--- src/rtl/misr_sig.sv ---
// misr_sig: parametrised multiple-input signature register with seeded,
// length-limited runs and a registered compare against a golden signature.
module misr_sig #(
  parameter int               WIDTH = 8,
  parameter logic [WIDTH-1:0] POLY  = WIDTH'(8'h1D),
  parameter logic [WIDTH-1:0] SEED  = '0,
  parameter int               LEN_W = 16
) (
  input  logic             clk,
  input  logic             rst,
  input  logic             start,
  input  logic             seed_load,
  input  logic [WIDTH-1:0] seed,
  input  logic [LEN_W-1:0] len,
  input  logic [WIDTH-1:0] din,
  input  logic             din_valid,
  input  logic [WIDTH-1:0] golden,
  output logic [WIDTH-1:0] sig,
  output logic             busy,
  output logic             done,
  output logic             match
);

  typedef enum logic [1:0] {IDLE, RUN, DONE} state_t;

  state_t           state;
  logic [LEN_W-1:0] cnt;
  logic             fb;
  logic [WIDTH-1:0] next_sig;
  logic [WIDTH-1:0] start_sig;

  // Signature shifts toward bit 0; the feedback bit enters at the MSB.
  always_comb begin
    fb        = ^(sig & POLY);
    next_sig  = {fb ^ din[WIDTH-1], sig[WIDTH-1:1] ^ din[WIDTH-2:0]};
    start_sig = seed_load ? seed : SEED;
  end

  // start takes priority in every state, so a restart drops that cycle's word.
  always_ff @(posedge clk or posedge rst) begin
    if (rst) begin
      state <= IDLE;
      sig   <= SEED;
      cnt   <= '0;
      busy  <= 1'b0;
      done  <= 1'b0;
      match <= 1'b0;
    end else if (start) begin
      sig <= start_sig;
      cnt <= len;
      if (len != '0) begin
        state <= RUN;
        busy  <= 1'b1;
        done  <= 1'b0;
        match <= 1'b0;
      end else begin
        state <= DONE;
        busy  <= 1'b0;
        done  <= 1'b1;
        match <= (start_sig == golden);
      end
    end else begin
      case (state)
        RUN: begin
          if (din_valid) begin
            sig <= next_sig;
            cnt <= cnt - LEN_W'(1);
            if (cnt == LEN_W'(1)) begin
              state <= DONE;
              busy  <= 1'b0;
              done  <= 1'b1;
              match <= (next_sig == golden);
            end
          end
        end
        IDLE, DONE: begin
        end
        default: state <= IDLE;
      endcase
    end
  end

endmodule

--- config.mk ---
export PLATFORM = sky130hd
export DESIGN_NAME = misr_sig
export DESIGN_NICKNAME = d
export VERILOG_FILES = /design/src/rtl/misr_sig.sv
export SDC_FILE = /design/constraint.sdc
export NUM_CORES = 1
export LEC_CHECK = 0
export ABC_AREA = 1
export CAP_MARGIN = 20
export CORE_ASPECT_RATIO = 0.7
export CORE_MARGIN = 3
export CORE_UTILIZATION = 54
export DETAILED_ROUTE_END_ITERATION = 12
export PLACE_DENSITY = 0.86
export SLEW_MARGIN = 10
export SYNTH_ARGS = -nofsm -noshare
export SYNTH_HDL_FRONTEND = slang
export SYNTH_SLANG_ARGS = --single-unit
--- constraint.sdc ---
create_clock -name clk -period 4.2 [get_ports clk]
set_input_delay 0.42 -clock clk [delete_from_list [all_inputs] [get_ports clk]]
set_output_delay 0.42 -clock clk [all_outputs]
set_load 0.005 [all_outputs]
== After elaboration in Yosys (flattened, before gate mapping) ==
Index checks and enable logic that the tools add are counted.
Widths: inputs -> output; s select.

* Add/subtract/negate cells: 1
* Equal/unequal tests: 8
* Muxes and demuxes: 27
* Bitwise operators: 2
* Reduce and logical (&&, ||, !) cells: 10

{| class="wikitable"
|+ Operators by type and width
! cell !! count
|-
| $mux 16 || 3
|-
| $mux 8 || 4
|-
| $eq 16x1->1 const B || 1
|-
| $eq 8x8->1 || 2
|-
| $reduce_bool 16->1 || 1
|-
| $sub 16x1->16 const B || 1
|-
| $mux 1 || 15
|-
| $mux 2 || 4
|-
| $reduce_xor 8->1 || 1
|-
| $xor 7x7->7 || 1
|-
| $ne 3x3->1 const B || 2
|-
| $reduce_and 3->1 || 2
|-
| $reduce_bool 2->1 || 3
|-
| $pmux 2 s2 || 1
|-
| $eq 2x1->1 const B || 1
|-
| $eq 2x2->1 const B || 1
|-
| $logic_not 2->1 || 1
|-
| $ne 2x2->1 const B || 1
|-
| $reduce_and 2->1 || 1
|-
| $reduce_or 2->1 || 1
|-
| $xor 1x1->1 || 1
|}

* Register bits after elaboration: 29
* Input port bits: 45
* Logic and storage cells: 54

== Depth between registers and ports, before layout ==
* Word-level depth: 7
* Depth in mapped cells: 12

== Worst setup path after synthesis ==
OpenSTA, ideal clock, no wires.

* Path type: register to register
* From: register cnt[0]
* To: register cnt[14]
* Setup time: 0.120 ns
* Arrival: 1.274 ns
* Required time: 4.080 ns
* Path slack: 2.805 ns
* Stages on the path, launching flop included: 10
* Path buffers: 0
* Clock period less this slack: 1.395 ns
* Cells stage by stage: dfrtp_1 > inv_1 > ha_1 > nand3_1 > inv_1 > nand2_2 > nor2_4 > a21oi_1 > o21ai_1 > nand2_1

* Cells in the longest elaborated chain, start to end: 4

{| class="wikitable"
|+ Ends and longest elaborated chain
! what !! RTL line !! RTL
|-
| from (decl) || 27 || <nowiki>logic [LEN_W-1:0] cnt;</nowiki>
|-
| from (signal assigned) || 50 || <nowiki>cnt <= len;</nowiki>
|-
| from (signal assigned) || 67 || <nowiki>cnt <= cnt - LEN_W'(1);</nowiki>
|-
| $sub 16x1->16 || 67 ||
|-
| $mux 16 || 65 || <nowiki>if (din_valid) begin</nowiki>
|-
| $mux 16 || 63 || <nowiki>case (state)</nowiki>
|-
| $mux 16 || 48 || <nowiki>end else if (start) begin</nowiki>
|}

No other way between the ends. The select of a mux whose other input is x is not followed.
A chain may end at the register's enable or synchronous reset.

== Worst setup path after layout ==
* From: input start
* To: register cnt[11]

* Cells in the longest elaborated chain, start to end: 2
* Elaborated cells between the ends (all ways): 4
* Those cells by class: 1 x mux; 3 x reduce/logical

{| class="wikitable"
|+ Ends and longest elaborated chain
! what !! RTL line !! RTL
|-
| from (decl) || 11 || <nowiki>input logic start,</nowiki>
|-
| $reduce_bool 2->1 (no source line) || n/a ||
|-
| $reduce_and 2->1 (no source line) || n/a ||
|}

Several ways; a longest one is shown, not always the timed one.

==> run metrics <==
Port Buf Inserts=55; CTS H-tree depth=2; DIE WIDTH=83.51 um; FF-to-FF setup slack=2.44 ns; post-synthesis mux area share=0%; Synth area leader=dfrtp_1; fin crit period=2.358 ns; Fmax=0.4241 GHz; share of the synthesized area in the top cell type=31.96%; maximum buffer depth of the clock tree=2; Yosys warning count=0; Clock transition at path regs=0.06 ns; CTS tree=built; largest net degree at the start of global routing=33; worst slew pin tran=0.5584 ns; Synth Area in XOR/XNOR=3.471%; Fin Setup TNS=0 ns; met3 wire length=486 um; Layout Nets=437; CP Capture Type=flip-flop; worst setup path startpoint=start; Overall Global Routing Usage=25.52%; crit start category=input port; R2R Path Start=state[1]; dpl hpwl=4.848 mm; status=complete, no violations; register bit total from synthesis=29; layout cell share with drive strength beyond 1=8.205%; DRT antenna net count=0; Setup Fix Bufs, Post-CTS=0; cts hold-fix bufs=0; RSZ-0062 raised after global routing=no; slew margin rel.=62.72%; Simple-Gate Fraction of Synth Area=35.32%; Synth Area per Inst=6.779 um2; vias in the first global route=2213; most frequent cell after synthesis=nand2_1; Initial Util=56.86%; first-pass GRT wire length=10.24 mm; Crit Path Max Fanout=32; number of cell rows=19; die area=5032 um2; crit path kind=in -> reg; sequential cell area fraction in the yosys report=31.96%; VDD IR-drop max=0.1966 mV; Post-Syn Nets=382; Distinct cells, synth=36; fill count=339; top-level I/O count=56; Initial DRT Pass Iterations=6; max cap viols=0; DP Cell Count=435; leakage=1.412 nW; most common library cells after synthesis=98 x nand2_1, 56 x inv_1, 35 x nand3_1; Setup-failing EPs final=0; Clock Tree Root=clkbuf_8; smallest setup slack after layout=1.842 ns; Worst R2R Path Depth=7; Util after Layout=73.87%; Critical Path End=cnt[11]; crit share post-route=56.15%; largest family of logic cells by synthesized area=simple AND/OR/NAND/NOR gates; Placer Congestion=0.9244; synth-to-layout area growth=29.92%; r2r endpoint=cnt[15]; area of the multi-input gates=1262 um2; Pwr per Cell Area=291.6 nW/um2; Post-synth EDFFs=0; Critical Path RT=4.37 ns; Cells after Synth=335; worst hold path type=in -> async; vias per cell=5.534; register area=725.7 um2; routed vias=2446; post-cts resize count=0; final slew viol count=0; Worst-Skew Late Latency=0.27 ns; number of inserted diodes=0; dpl ws=1.599 ns; WL met1=3.044 mm; CTS buffer count=5; final hold slack=0.4616 ns; grt total ovfl=0; Core Region=3994 um2; Layout Cells excl Fill=442; largest cells by area after synthesis=dfrtp_1 32%, nand2_1 16%, inv_1 9.3%, nand3_1 7.7%, nor2_1 4.3%; DR WL/cell=14.33 um; Routed Wire Length=6.336 mm; Hold Vio Cnt, Final=0; Die Ht=60.26 um; WL met2=2.755 mm; Starting DRT DRC Count=169; initial antenna violation count=0; CP arrival=2.53 ns; Post-Synth Adder-Cell Area=1.102%; Post-Syn Area=2271 um2; final clock skew=0.004145 ns; Primary FF master, synth=dfrtp_1; final routed DRC violation total=0; CTS Sinks=29; compound-cell area share of the yosys netlist=15.70%; Synth async-reset ratio=100.0%; Max Used Layer=met4
==> cell type report <==
type	instances	area share [%]
Sequential cell	29	24.60
Tap cell	52	2.205
Timing Repair Buffer	57	19.85
Clock buffer	7	2.926
Multi-Input combinational cell	237	42.79
Inverter	60	7.634
==> critical path: stages <==
cell and delay [ns]:
clkdlybuf4s50_1 0.40, buf_4 0.20, inv_2 0.44, nand2_1 0.43, inv_2 0.34, o221ai_1 0.17
nand2_1 0.08, inv_1 0.04
==> flip-flops by register name, indices dropped and copies added (netlist names) <==
signal and count:
busy 1, cnt 16, done 1, state 2, sig 8, match 1
==> how the worst min path moves through the flow <==
stage                           to  slack [ns]     from
after floorplan            cnt[14]        0.45  cnt[14]
after global placement     cnt[14]        0.47  cnt[14]
after detailed placement      done        0.48     done
after CTS                   sig[0]        0.47      rst
after global routing      state[1]        0.49      rst
final                       sig[2]        0.46      rst
==> kinds of logic after synthesis <==
| family | Yosys count |
|---|---|
| fa+ha+maj | 2 |
| xor+xnor | 9 |
| flops | 29 |
| buf+inv | 69 |
| compound gates | 46 |
| simple gates | 180 |
==> cells in the final DEF, fill, tap and decap left out, drive strengths merged <==
| master | instances |
|---|---|
| clkbuf | 7 |
| dfrtp | 29 |
| nand3 | 36 |
| xor2 | 6 |
| o311ai | 2 |
| a21oi | 9 |
| o221ai | 15 |
| o211ai | 5 |
| nor2 | 36 |
| buf | 2 |
| nand3b | 3 |
| xnor2 | 3 |
| a22oi | 2 |
| clkdlybuf4s50 | 55 |
| a32oi | 1 |
| o31ai | 1 |
| o21a | 1 |
| o21ai | 8 |
| inv | 60 |
| o22ai | 2 |
| nor3 | 2 |
| nand2 | 101 |
| nand4 | 2 |
| ha | 2 |
==> per-layer routing <==
metal,track usage [%],vias to the layer above
met4,4.817,0
met3,4.683,9
met5,0,-
met1,37.56,1128
li1,-,1197
met2,39.73,112
==> through the flow <==
step           total power [mW]  area [um2]
6_report                 0.8603        2950
4_1_cts                  0.8606        2950
3_5_place_dp             0.6296        2864
2_1_floorplan            0.5145        2271
3_3_place_gp             0.6173        2836
5_1_grt                  0.9076        2950
==> power by group <==
part           internal [mW]  switching, mW  leakage (nW)
Clock                  0.130         0.0992        0.0443
Sequential             0.312         0.0372         0.354
Combinational          0.128          0.154          1.01
Total                  0.570          0.290          1.41
No activity file was read; power rests on OpenSTA's default activity.
